--- src/rtl/operand_scoreboard.sv ---
`default_nettype none
// +----------------------------------------------------------------------------+
// | operand_scoreboard                                                         |
// | Register-hazard scoreboard gating issue into operand preparation.          |
// | Rev 1.0 - initial release                                                  |
// +----------------------------------------------------------------------------+
module operand_scoreboard #(
    parameter int NUM_REGS = 32,
    parameter int ZERO_REG = 31,
    parameter int STALL_W  = 16
) (
    input  logic                clock,
    input  logic                reset,
    input  logic                issueValid,
    output logic                issueReady,
    input  logic [4:0]          reg1,
    input  logic [4:0]          reg2,
    input  logic                aluSRC,
    input  logic                memWriteFlag,
    input  logic                regWrite,
    input  logic [4:0]          writeRegister,
    input  logic                wbValid,
    input  logic [4:0]          wbRegister,
    input  logic                flush,
    output logic [NUM_REGS-1:0] pendingMask,
    output logic                busy,
    output logic [STALL_W-1:0]  stallCount,
    output logic                wbError
);

    localparam logic [NUM_REGS-1:0] c_ONE       = {{(NUM_REGS-1){1'b0}}, 1'b1};
    localparam logic [NUM_REGS-1:0] c_ZERO_MASK = c_ONE << ZERO_REG;
    localparam logic [4:0]          c_ZERO_IDX  = 5'(ZERO_REG);

    logic [NUM_REGS-1:0] r_pending;
    logic                r_busy;
    logic [STALL_W-1:0]  r_stall;
    logic                r_wb_error;

    logic [NUM_REGS-1:0] w_visible;
    logic [NUM_REGS-1:0] w_set_vec;
    logic [NUM_REGS-1:0] w_clr_vec;
    logic [NUM_REGS-1:0] w_next_pending;
    logic                w_use_reg2;
    logic                w_hazard;
    logic                w_accept;
    logic                w_stall;
    logic                w_wb_orphan;

    // Hazard sees the pre-edge mask: a same-cycle writeback does not unblock.
    assign w_visible  = r_pending & ~c_ZERO_MASK;
    assign w_use_reg2 = ~aluSRC | memWriteFlag;
    assign w_hazard   = w_visible[reg1]
                      | (w_use_reg2 & w_visible[reg2])
                      | (regWrite & w_visible[writeRegister]);

    assign issueReady = ~w_hazard & ~flush & ~reset;
    assign w_accept   = issueValid & issueReady;
    assign w_stall    = issueValid & ~issueReady;

    assign w_set_vec   = (w_accept & regWrite & (writeRegister != c_ZERO_IDX))
                       ? (c_ONE << writeRegister) : '0;
    assign w_clr_vec   = wbValid ? (c_ONE << wbRegister) : '0;
    assign w_wb_orphan = wbValid & (wbRegister != c_ZERO_IDX) & ~w_visible[wbRegister];

    // Set is applied after clear so it wins on a collision; flush beats both.
    assign w_next_pending = flush ? '0 : ((r_pending & ~w_clr_vec) | w_set_vec);

    always_ff @(posedge clock) begin
        if (reset) begin
            r_pending  <= '0;
            r_busy     <= 1'b0;
            r_stall    <= '0;
            r_wb_error <= 1'b0;
        end else begin
            r_pending <= w_next_pending;
            r_busy    <= |w_next_pending;
            if (w_stall && (r_stall != '1)) begin
                r_stall <= r_stall + STALL_W'(1);
            end
            if (w_wb_orphan) begin
                r_wb_error <= 1'b1;
            end
        end
    end

    assign pendingMask = r_pending;
    assign busy        = r_busy;
    assign stallCount  = r_stall;
    assign wbError     = r_wb_error;

endmodule
`default_nettype wire

--- config.mk ---
export PLATFORM = sky130hd
export DESIGN_NAME = operand_scoreboard
export DESIGN_NICKNAME = d
export VERILOG_FILES = /design/src/rtl/operand_scoreboard.sv
export SDC_FILE = /design/constraint.sdc
export NUM_CORES = 1
export LEC_CHECK = 0
export ABC_AREA = 1
export BUFFER_PORTS_ARGS = -buffer_cell sky130_fd_sc_hd__clkbuf_2
export CAP_MARGIN = 25
export CORE_ASPECT_RATIO = 1.4
export CORE_MARGIN = 2
export CORE_UTILIZATION = 45
export CTS_CLUSTER_SIZE = 40
export DETAILED_ROUTE_END_ITERATION = 10
export GPL_TIMING_DRIVEN = 0
export HOLD_SLACK_MARGIN = 0.06
export MAX_ROUTING_LAYER = met4
export PLACE_DENSITY = 0.71
export SLEW_MARGIN = 20
export SYNTH_ARGS = -nofsm -noshare
export SYNTH_HDL_FRONTEND = slang
export SYNTH_SLANG_ARGS = --single-unit
--- constraint.sdc ---
create_clock -name clock -period 2 [get_ports clock]
set_input_delay 0.1 -clock clock [delete_from_list [all_inputs] [get_ports clock]]
set_output_delay 0.1 -clock clock [all_outputs]
set_load 0.05 [all_outputs]
# Yosys cells after proc, flatten, opt, wreduce, memory -nomap -nowiden
# Cells that the tools add are included.
totals:
  elab_cells: 49
  in_bits: 28
  reg_bits: 50
  out_inout_bits: 51
op_classes:
  reduce_logical: 2
  n_addsub: 1
  n_eq_ne: 3
  muxes: 11
  order_cmp: 4
  n_shift: 2
  n_bitwise: 22
ops:
  columns: ["cell", "n"]
  rows:
  - ["$mux 32", 3]
  - ["$shl 1x5->32 const A", 2]
  - ["$and 32x32->32", 1]
  - ["$not 32->32", 1]
  - ["$or 32x32->32", 1]
  - ["$reduce_or 32->1", 1]
  - ["$lt 5x6->1 const B", 4]
  - ["$bmux 1 s5", 4]
  - ["$add 16x1->16 const B", 1]
  - ["$ne 16x16->1 const B", 1]
  - ["$and 1x1->1", 10]
  - ["$ne 5x5->1 const B", 2]
  - ["$not 1->1", 6]
  - ["$mux 1", 4]
  - ["$or 1x1->1", 3]
  - ["$logic_and 1x1->1", 1]

# Longest topological paths before layout
# Gate-level depths: netlist of the first run.
logic_depth:
  ltp_word: 15
  depth_mapped: 20
  depth_no_buf: 18

# Worst setup path after synthesis of the first run
# Ideal clock, no wire load.
synth_path:
  path_kind: "flip-flop to flip-flop"
  startpoint: "reg r_pending[26], in the netlist pendingMask[26]"
  endpoint: "reg r_busy, in the netlist busy"
  period_less_slack_ps: 2247
  path_buffers: 1
  setup_ps: 128
  path_stages_with_launch: 19
  setup_slack_ps: -247
  required_time_ps: 1872
  arrival_time_ps: 2119
  path_cell_list: "dfxtp_1 -> inv_1 -> o21ai_0 -> nand2_1 -> nand3_1 -> nand2_1 -> nand3_1 -> nand3_1 -> nand2_2 -> nor2_8 -> buf_4 -> nand3_1 -> nand2_1 -> nor2_1 -> nand2_1 -> nor2_1 -> nand2_1 -> nor2_1 -> nor2_1"
synth_via:
  elab_chain_cells: 15
  elab_cells_between_ends: 21
  classes_between: "mux (8); bitwise (12); reduce/logical (1)"
synth_lines:
  columns: ["item", "line", "text"]
  rows:
  - ["start: declaration", "35", "logic [NUM_REGS-1:0] r_pending;"]
  - ["start signal: assignment", "76", "r_pending <= w_next_pending;"]
  - ["$bmux 1 s5", "54", "| (w_use_reg2 & w_visible[reg2])"]
  - ["$mux 1 (not written as such)", "54", null]
  - ["$and 1x1->1", "54", null]
  - ["$or 1x1->1", "54", null]
  - ["$or 1x1->1 *", "55", "| (regWrite & w_visible[writeRegister]);"]
  - ["$not 1->1 *", "57", "assign issueReady = ~w_hazard & ~flush & ~reset;"]
  - ["$and 1x1->1 * (2 in series)", "57", null]
  - ["named net issueReady", "15", "output logic issueReady,"]
  - ["$and 1x1->1 *", "58", "assign w_accept = issueValid & issueReady;"]
  - ["$and 1x1->1 * (2 in series)", "61", "assign w_set_vec = (w_accept & regWrite & (writeRegister != c_ZERO_IDX))"]
  - ["$mux 32 *", "62", "? (c_ONE << writeRegister) : '0;"]
  - ["$or 32x32->32 *", "67", "assign w_next_pending = flush ? '0 : ((r_pending & ~w_clr_vec) | w_set_vec);"]
  - ["$mux 32 *", "67", null]
  - ["$reduce_or 32->1 *", "77", "r_busy <= |w_next_pending;"]
  - ["end signal: assignment", "77", null]
  - ["end: declaration", "36", "logic r_busy;"]
# Mark *: on every way through the listed nets, which the timed path passes. The rest lies on a longest branch. The select of a mux whose other input is x is not followed.
# A chain may end at the register's enable or synchronous reset.

# Worst setup path in the final report of the first run
layout_path:
  startpoint: "reg r_pending[25], in the netlist pendingMask[25]"
  endpoint: "reg r_busy, in the netlist busy"
layout_via:
  elab_chain_cells: 15
  elab_cells_between_ends: 21
  classes_between: "mux (8); bitwise (12); reduce/logical (1)"
layout_lines:
  columns: ["item", "line"]
  rows:
  - ["$bmux 1 s5", "54"]
  - ["$mux 1 (not written as such)", "54"]
  - ["$and 1x1->1", "54"]
  - ["$or 1x1->1", "54"]
  - ["$or 1x1->1", "55"]
  - ["$not 1->1", "57"]
  - ["$and 1x1->1 (2 in series)", "57"]
  - ["$and 1x1->1", "58"]
  - ["$and 1x1->1 (2 in series)", "61"]
  - ["$mux 32", "62"]
  - ["$or 32x32->32 *", "67"]
  - ["$mux 32 *", "67"]
  - ["$reduce_or 32->1 *", "77"]
# Every way passes the cells marked *; elsewhere a longest branch is shown, timed or not. The select of a mux whose other input is x is not followed.

==> out/metrics.cfg, run 1 <==
[timing]
fin_tns_setup_ns = -0.737
period_share = 1.09
tightest_slew_ns = 0.769
relSlewSlack = 0.485
setup_ws_ns = -0.189
layout_min_cycle_time_ns = 2.19
hold_viol = 0
timing.fmax_ghz = 0.457
setup_violations = 11
slew_violations = 0
fin_skew_ns = 0.00471
rsz0062_at_grt = true

[synthesis]
synth_nets = 725
synth-seq-cells = 50
ys_warn_count = 0
syn_area_um2 = 3980
netlist_instances = 696
seq_area_frac_synth = 0.251
synth_cell_types = 38
synth.avg_cell_area_um2 = 5.72

[global_routing]
grt_usage = 0.361
grt_pass1_wl_um = 26100
first_global_vias = 5044
grt_max_degree = 15
antenna_found_initial = 0
overflow = 0

[routing]
drc_errors = 0
drtIter0Drc = 547
dr.pass1.iters = 5
ant_nets = 0
vias = 5356
vias_per_cell = 5.91
wl_per_cell_um = 19.3
drt_wl_total_um = 17500

[clock_network]
ctsHoldBuffers = 0
cts_buffer_depth = 2
clkSinkCount = 50
cts_buffers = 5
root_buffer = clkbuf_16
path_clk_slew_ns = 0.07
h-tree-depth = 2
insertion_delay_ns = 0.30
cts_tree = yes

[power_and_ir_drop]
finalPower_mw = 2.52
swShare = 0.304
p_leak_nw = 2.46
pwr-share-seq = 0.390
powerDensity_nw_per_um2 = 474
clock_power_share = 0.398
ir_worst_vdd_mv = 0.800
p_comb_frac = 0.212
p_switching_mw = 0.765
intPower_mw = 1.75

[finish]
areaGrowthSynthToFinish_pct = 33.4
layout-drive-gt1-share = 0.297
multi_input_area_um2 = 2800
register_area_um2 = 1090
antenna_cells = 0
finalNetCount = 831
fin_util = 0.617
fillers = 854
final_area_um2 = 5310

[worst_setup_path]
critPathMaxFanout = 5
worstPathCellList = inv_1 > nand2_1 > nand3_1 > nand3_1 > nand3_1 > nand3_2 > nand2_2 > nand2_4 > nor2_8 > buf_6 > nand3_2 > nand2_1 > nor2_1 > nand2_1 > nor2_2 > nand2_1 > nor2_1 > nor2_1
cp_slowest_cell = dfxtp_2
crit_type = reg2reg
critPathRequiredTime_ns = 2.17
cp_top_family = simple AND/OR/NAND/NOR gates
critPathMaxStageDelay_ns = 0.35
cp-end-kind = flop
start_kind = flop
crit_path_frequent_cell = nand2_1
cp_data_arrival_time_ns = 2.36
path_buf_inv = 2

[die]
initial_utilization = 0.462
core_um2 = 8610
die_w_um = 83.5
dieArea_um2 = 9630
rows = 40
io_pins = 79
die_h_um = 115

[place]
dp_hpwl_um = 12800
io_buffers = 72
place_area_um2 = 4520
place_congestion = 1.04
dpl_worst_slack_ns = -0.468

[hold_path]
hp-class = in2reg

[status]
status = finished, violations left
violations = negative setup slack

[flow_run]
drv_cap = 0

-- flip-flops by register name (all words and copies together), names as in the netlist --
name         cells
wbError          1
pendingMask     32
busy             1
stallCount      16
-- power groups by stage --
stage	logic [mW]	clock network [mW]	registers, mW
after detailed placement	0.435	0	1.03
after CTS	0.484	1.01	0.985
after global routing	0.565	1.04	0.982
final	0.535	1.00	0.981
after floorplan	0.267	0	1.05
after global placement	0.435	0	1.03
-- through the flow --
stage	instances	hold slack, ns
4_1_cts	901	0.119
5_1_grt	907	0.132
2_1_floorplan	696	0.169
6_report	907	0.125
3_5_place_dp	873	0.428
3_3_place_gp	873	0.424
-- worst register-to-register path, stage by stage, from the launching register on --
cell,delay [ns]
dfxtp_2,0.35
inv_1,0.09
nand2_1,0.07
nand3_1,0.07
nand3_1,0.10
nand3_1,0.10
nand3_2,0.10
nand2_2,0.08
nand2_4,0.12
nor2_8,0.08
buf_6,0.15
nand3_2,0.07
nand2_1,0.07
nor2_1,0.10
nand2_1,0.10
nor2_2,0.18
nand2_1,0.08
nor2_1,0.10
nor2_1,0.05
-- worst paths after layout --
| path | startpoint | to | slack (ns) | depth (start not counted) |
|---|---|---|---|---|
| setup / recovery | pendingMask[25]$_SDFF_PP0_ | busy$_SDFF_PP0_ | -0.19 | 18 |
| hold / removal | reset | stallCount[14]$_SDFFE_PP0P_ | 0.12 | 2 |
| setup reg to reg | pendingMask[25]$_SDFF_PP0_ | busy$_SDFF_PP0_ | -0.19 | 18 |
| hold reg to reg | stallCount[15]$_SDFFE_PP0P_ | stallCount[15]$_SDFFE_PP0P_ | 0.47 | 2 |
-- cell families (layout without fill, tap and decap cells) --
kind of cell	Yosys count	after routing	synth area share
and+or+nand+nor	399	400	0.437
AOI/OAI and AO/OA	129	129	0.180
buffers and inverters	116	221	0.126
DFF	50	50	0.251
adders and majority gates	1	1	0.00314
xor gates and xnor gates	1	1	0.00220
-- synthesized netlist by cell type --
library cell | number | area share
a21oi_1 | 47 | 0.059
nor3_4 | 1 | 0.0041
nor2_2 | 1 | 0.0016
a32oi_1 | 1 | 0.0022
and3_1 | 1 | 0.0016
inv_1 | 75 | 0.071
nand2_1 | 173 | 0.16
xnor2_1 | 1 | 0.0022
a41oi_1 | 1 | 0.0022
o311ai_0 | 2 | 0.0044
buf_2 | 5 | 0.0063
o21ai_1 | 5 | 0.0063
nor3b_1 | 2 | 0.0038
ha_1 | 1 | 0.0031
o211ai_1 | 11 | 0.021
nand4_1 | 2 | 0.0031
nor2_1 | 75 | 0.071
o21a_1 | 1 | 0.0019
inv_2 | 5 | 0.0047
o2111ai_1 | 1 | 0.0022
nor2_4 | 1 | 0.0028
nor3_1 | 8 | 0.010
clkbuf_1 | 18 | 0.017
nand2_2 | 3 | 0.0047
clkinv_1 | 2 | 0.0019
buf_6 | 6 | 0.017
nor4_1 | 6 | 0.0094
dfxtp_1 | 50 | 0.25
buf_1 | 1 | 0.00094
or2_2 | 1 | 0.0016
o22ai_1 | 9 | 0.014
nand3_1 | 124 | 0.16
a221oi_1 | 1 | 0.0022
o21ai_0 | 48 | 0.060
nor2_8 | 1 | 0.0050
o221ai_1 | 1 | 0.0022
a22oi_1 | 1 | 0.0019
buf_4 | 4 | 0.0075
-- final cells by class --
cell class,count,area share
multi-input combinational,531,0.527
sequential,50,0.206
timing repair buffer,98,0.114
inverter,82,0.0589
buffer,34,0.0375
clock buffer,6,0.0261
tap,105,0.0247
clock inverter,1,0.00565
-- cells in the final DEF, fill, tap and decap left out, types with 6 or more instances in the layout --
cell type and count:
nand2_1 167, nor2_1 68, buf_6 12, inv_2 17
nor4_1 6, inv_1 61, clkbuf_2 72, clkbuf_16 6
nand3_2 25, a21oi_1 45, dfxtp_4 20, buf_4 23
dfxtp_1 16, nor3_1 6, nand3_1 94, o21ai_0 38
o21ai_2 6, nor2_2 6, dfxtp_2 14, clkbuf_1 17
o211ai_1 11, o21ai_1 9, o22ai_1 9
-- routing by layer --
| metal | vias to the layer above | track usage | wire, um |
|---|---|---|---|
| met5 | - | - | 0 |
| met1 | 2430 | 0.364 | 6280 |
| met3 | 88 | 0.0402 | 1090 |
| li1 | 2526 | - | - |
| met2 | 312 | 0.649 | 8900 |
| met4 | 0 | 0.257 | 1200 |
-- repair_timing --
action / CTS / global route
resized for setup: 72 / 58
buffers inserted: 16 / 6
pin swaps: 28 / 28
setup endpoints to repair: 17 / 21
gates cloned: 5 / 0
Power figures use the tool's default switching activity.
==> run 2: changes to the inputs <==
--- a/config.mk
+++ b/config.mk
@@ -16,7 +16,7 @@
 export GPL_TIMING_DRIVEN = 0
 export HOLD_SLACK_MARGIN = 0.06
 export MAX_ROUTING_LAYER = met4
-export PLACE_DENSITY = 0.71
+export PLACE_DENSITY = 0.67
 export SLEW_MARGIN = 20
 export SYNTH_ARGS = -nofsm -noshare
 export SYNTH_HDL_FRONTEND = slang
==> out/metrics.cfg, run 2 (synthesis results as in run 1) <==
[timing]
rsz0062_at_grt = true
setup_ws_ns = -0.133
fin_skew_ns = 0.0106
tightest_slew_ns = 0.679
period_share = 1.07
timing.fmax_ghz = 0.469
hold_viol = 0
layout_min_cycle_time_ns = 2.13
slew_violations = 0
setup_violations = 16
relSlewSlack = 0.546

[power_and_ir_drop]
powerDensity_nw_per_um2 = 452
swShare = 0.315
ir_worst_vdd_mv = 0.413
p_leak_nw = 2.42
p_comb_frac = 0.215
intPower_mw = 1.62
pwr-share-seq = 0.414
p_switching_mw = 0.746
clock_power_share = 0.371

[finish]
finalNonFillerCells = 900
largest_reg_flops = 32
areaGrowthSynthToFinish_pct = 31.3
antenna_cells = 0
layout-drive-gt1-share = 0.304
layout_commonest_cell = nand2_1
most-common-layout-cells = 168 x nand2_1, 82 x nand3_1, 71 x clkbuf_2, 70 x nor2_1, 57 x inv_1
finalNetCount = 823

[worst_setup_path]
start_kind = flop
worstRegToRegCells = 18
cp_slowest_cell = dfxtp_4
reg2reg_slack_ns = -0.13
r2r_start = pendingMask[22]$_SDFF_PP0_
cp-end-kind = flop
cp_data_arrival_time_ns = 2.30
critPathMaxStageDelay_ns = 0.37
reg2reg_to = busy$_SDFF_PP0_
crit_path_frequent_cell = nand2_1
worstPathCellList = inv_4 > o21ai_2 > nand2_1 > nand3_1 > nand3_2 > nand3_2 > nand3_2 > nand2_4 > nor2_8 > buf_6 > nand3_1 > nand2_1 > nor2_1 > nand2_1 > nor2_4 > nand2_1 > nor2_1 > nor2_1
critPathMaxFanout = 10
critPathRequiredTime_ns = 2.17
crit_type = reg2reg

[clock_network]
ctsHoldBuffers = 0
path_clk_slew_ns = 0.07
cts_buffers = 5
cts_buffer_depth = 2
root_buffer = clkbuf_16
insertion_delay_ns = 0.30
clkSinkCount = 50
h-tree-depth = 2
cts_tree = yes

[place]
dp_cells = 873
place_congestion = 0.999
dp_hpwl_um = 13000
dpl_worst_slack_ns = -0.467
io_buffers = 72

[routing]
drc_errors = 0
drtIter0Drc = 456
drt_wl_total_um = 17000
ant_nets = 0
vias = 5281
dr.pass1.iters = 5
vias_per_cell = 5.87
wl_per_cell_um = 18.8

[hold_path]
holdPathEnd = stallCount[14]$_SDFFE_PP0P_
hold_path.startpoint = reset
worstHoldPathCells = 2
hp-class = in2reg

[global_routing]
use_met1 = 0.369
grt_max_degree = 16
antenna_found_initial = 0
grt_pass1_wl_um = 26000
grt_most_used_layer = met2
first_global_vias = 5074
overflow = 0
grt_use_met3 = 0.0503
grt_usage = 0.358
met2_usage = 0.638

[flow_run]
drv_cap = 0

[status]
violations = negative setup slack
status = finished, violations left

[die]
die_h_um = 115
initial_utilization = 0.462
rows = 40
die_w_um = 83.5
io_pins = 79
core_um2 = 8610
dieArea_um2 = 9630

## run 2: cell types whose count changed in the layout (fill, tap and decap cells not counted), moves of 3 or more
cell	delta
buf_6	-6
nand3_4	-5
nand3_1	-12
inv_1	-4
nand3_2	+17
nor2_2	-4
inv_2	+3
## run 2: metrics by stage
step	TNS (ns)	total power, mW	instance area [um^2]	utilization	hold slack, ns
after floorplan	-0.0571	1.32	4020	-	0.169
final	-0.825	2.36	5230	0.607	0.142
after detailed placement	-2.71	1.47	4520	0.525	0.434
after CTS	-0.158	2.34	4980	0.579	0.121
after global routing	-2.63	2.45	5230	0.607	0.137
after global placement	-2.26	1.46	4520	0.525	0.416
## run 2: cell type report
class                   instances  area [um^2]
repair buffers                 91          529
flip-flops and latches         50         1100
clock buffers                   6          139
plain buffers                  34          201
well taps                     105          131
clock inverters                 2         12.5
inverters                      82          315
fillers                       902         3380
multi-input cells             530         2800
## run 2: timing repair
action,CTS,global route
cloned,0,1
resized for setup,69,57
setup endpoints to repair,21,16
pin swaps,17,18
setup buffers,13,5
## run 2: critical path, delay by kind of cell, from the launching register on
kind            cells  cell delay, ns
compound gates      1            0.12
buf+inv             2            0.19
flops               1            0.37
simple gates       15            1.30
## run 2: how the worst max path moves through the flow
stage	startpoint	to	slack (ns)
2_1_floorplan	pendingMask[26]$_SDFF_PP0_	busy$_SDFF_PP0_	-0.06
3_3_place_gp	writeRegister[1]	busy$_SDFF_PP0_	-0.47
3_5_place_dp	writeRegister[1]	busy$_SDFF_PP0_	-0.47
4_1_cts	pendingMask[0]$_SDFF_PP0_	busy$_SDFF_PP0_	-0.11
5_1_grt	pendingMask[12]$_SDFF_PP0_	busy$_SDFF_PP0_	-0.24
6_report	pendingMask[22]$_SDFF_PP0_	busy$_SDFF_PP0_	-0.13
## run 2: routing by layer
layer,vias up,wire length (um),share of wire
met5,-,0,0
met4,0,1210,0.071
met3,87,1070,0.063
met2,279,8620,0.51
met1,2397,6060,0.36
li1,2518,-,-
## run 2: power by group through the flow
| stage | logic, mW | registers [mW] | clock network [mW] |
|---|---|---|---|
| final | 0.509 | 0.980 | 0.876 |
| after global routing | 0.548 | 0.980 | 0.926 |
| after CTS | 0.469 | 0.990 | 0.884 |
| after detailed placement | 0.435 | 1.03 | 0 |
| after global placement | 0.432 | 1.03 | 0 |
| after floorplan | 0.267 | 1.05 | 0 |
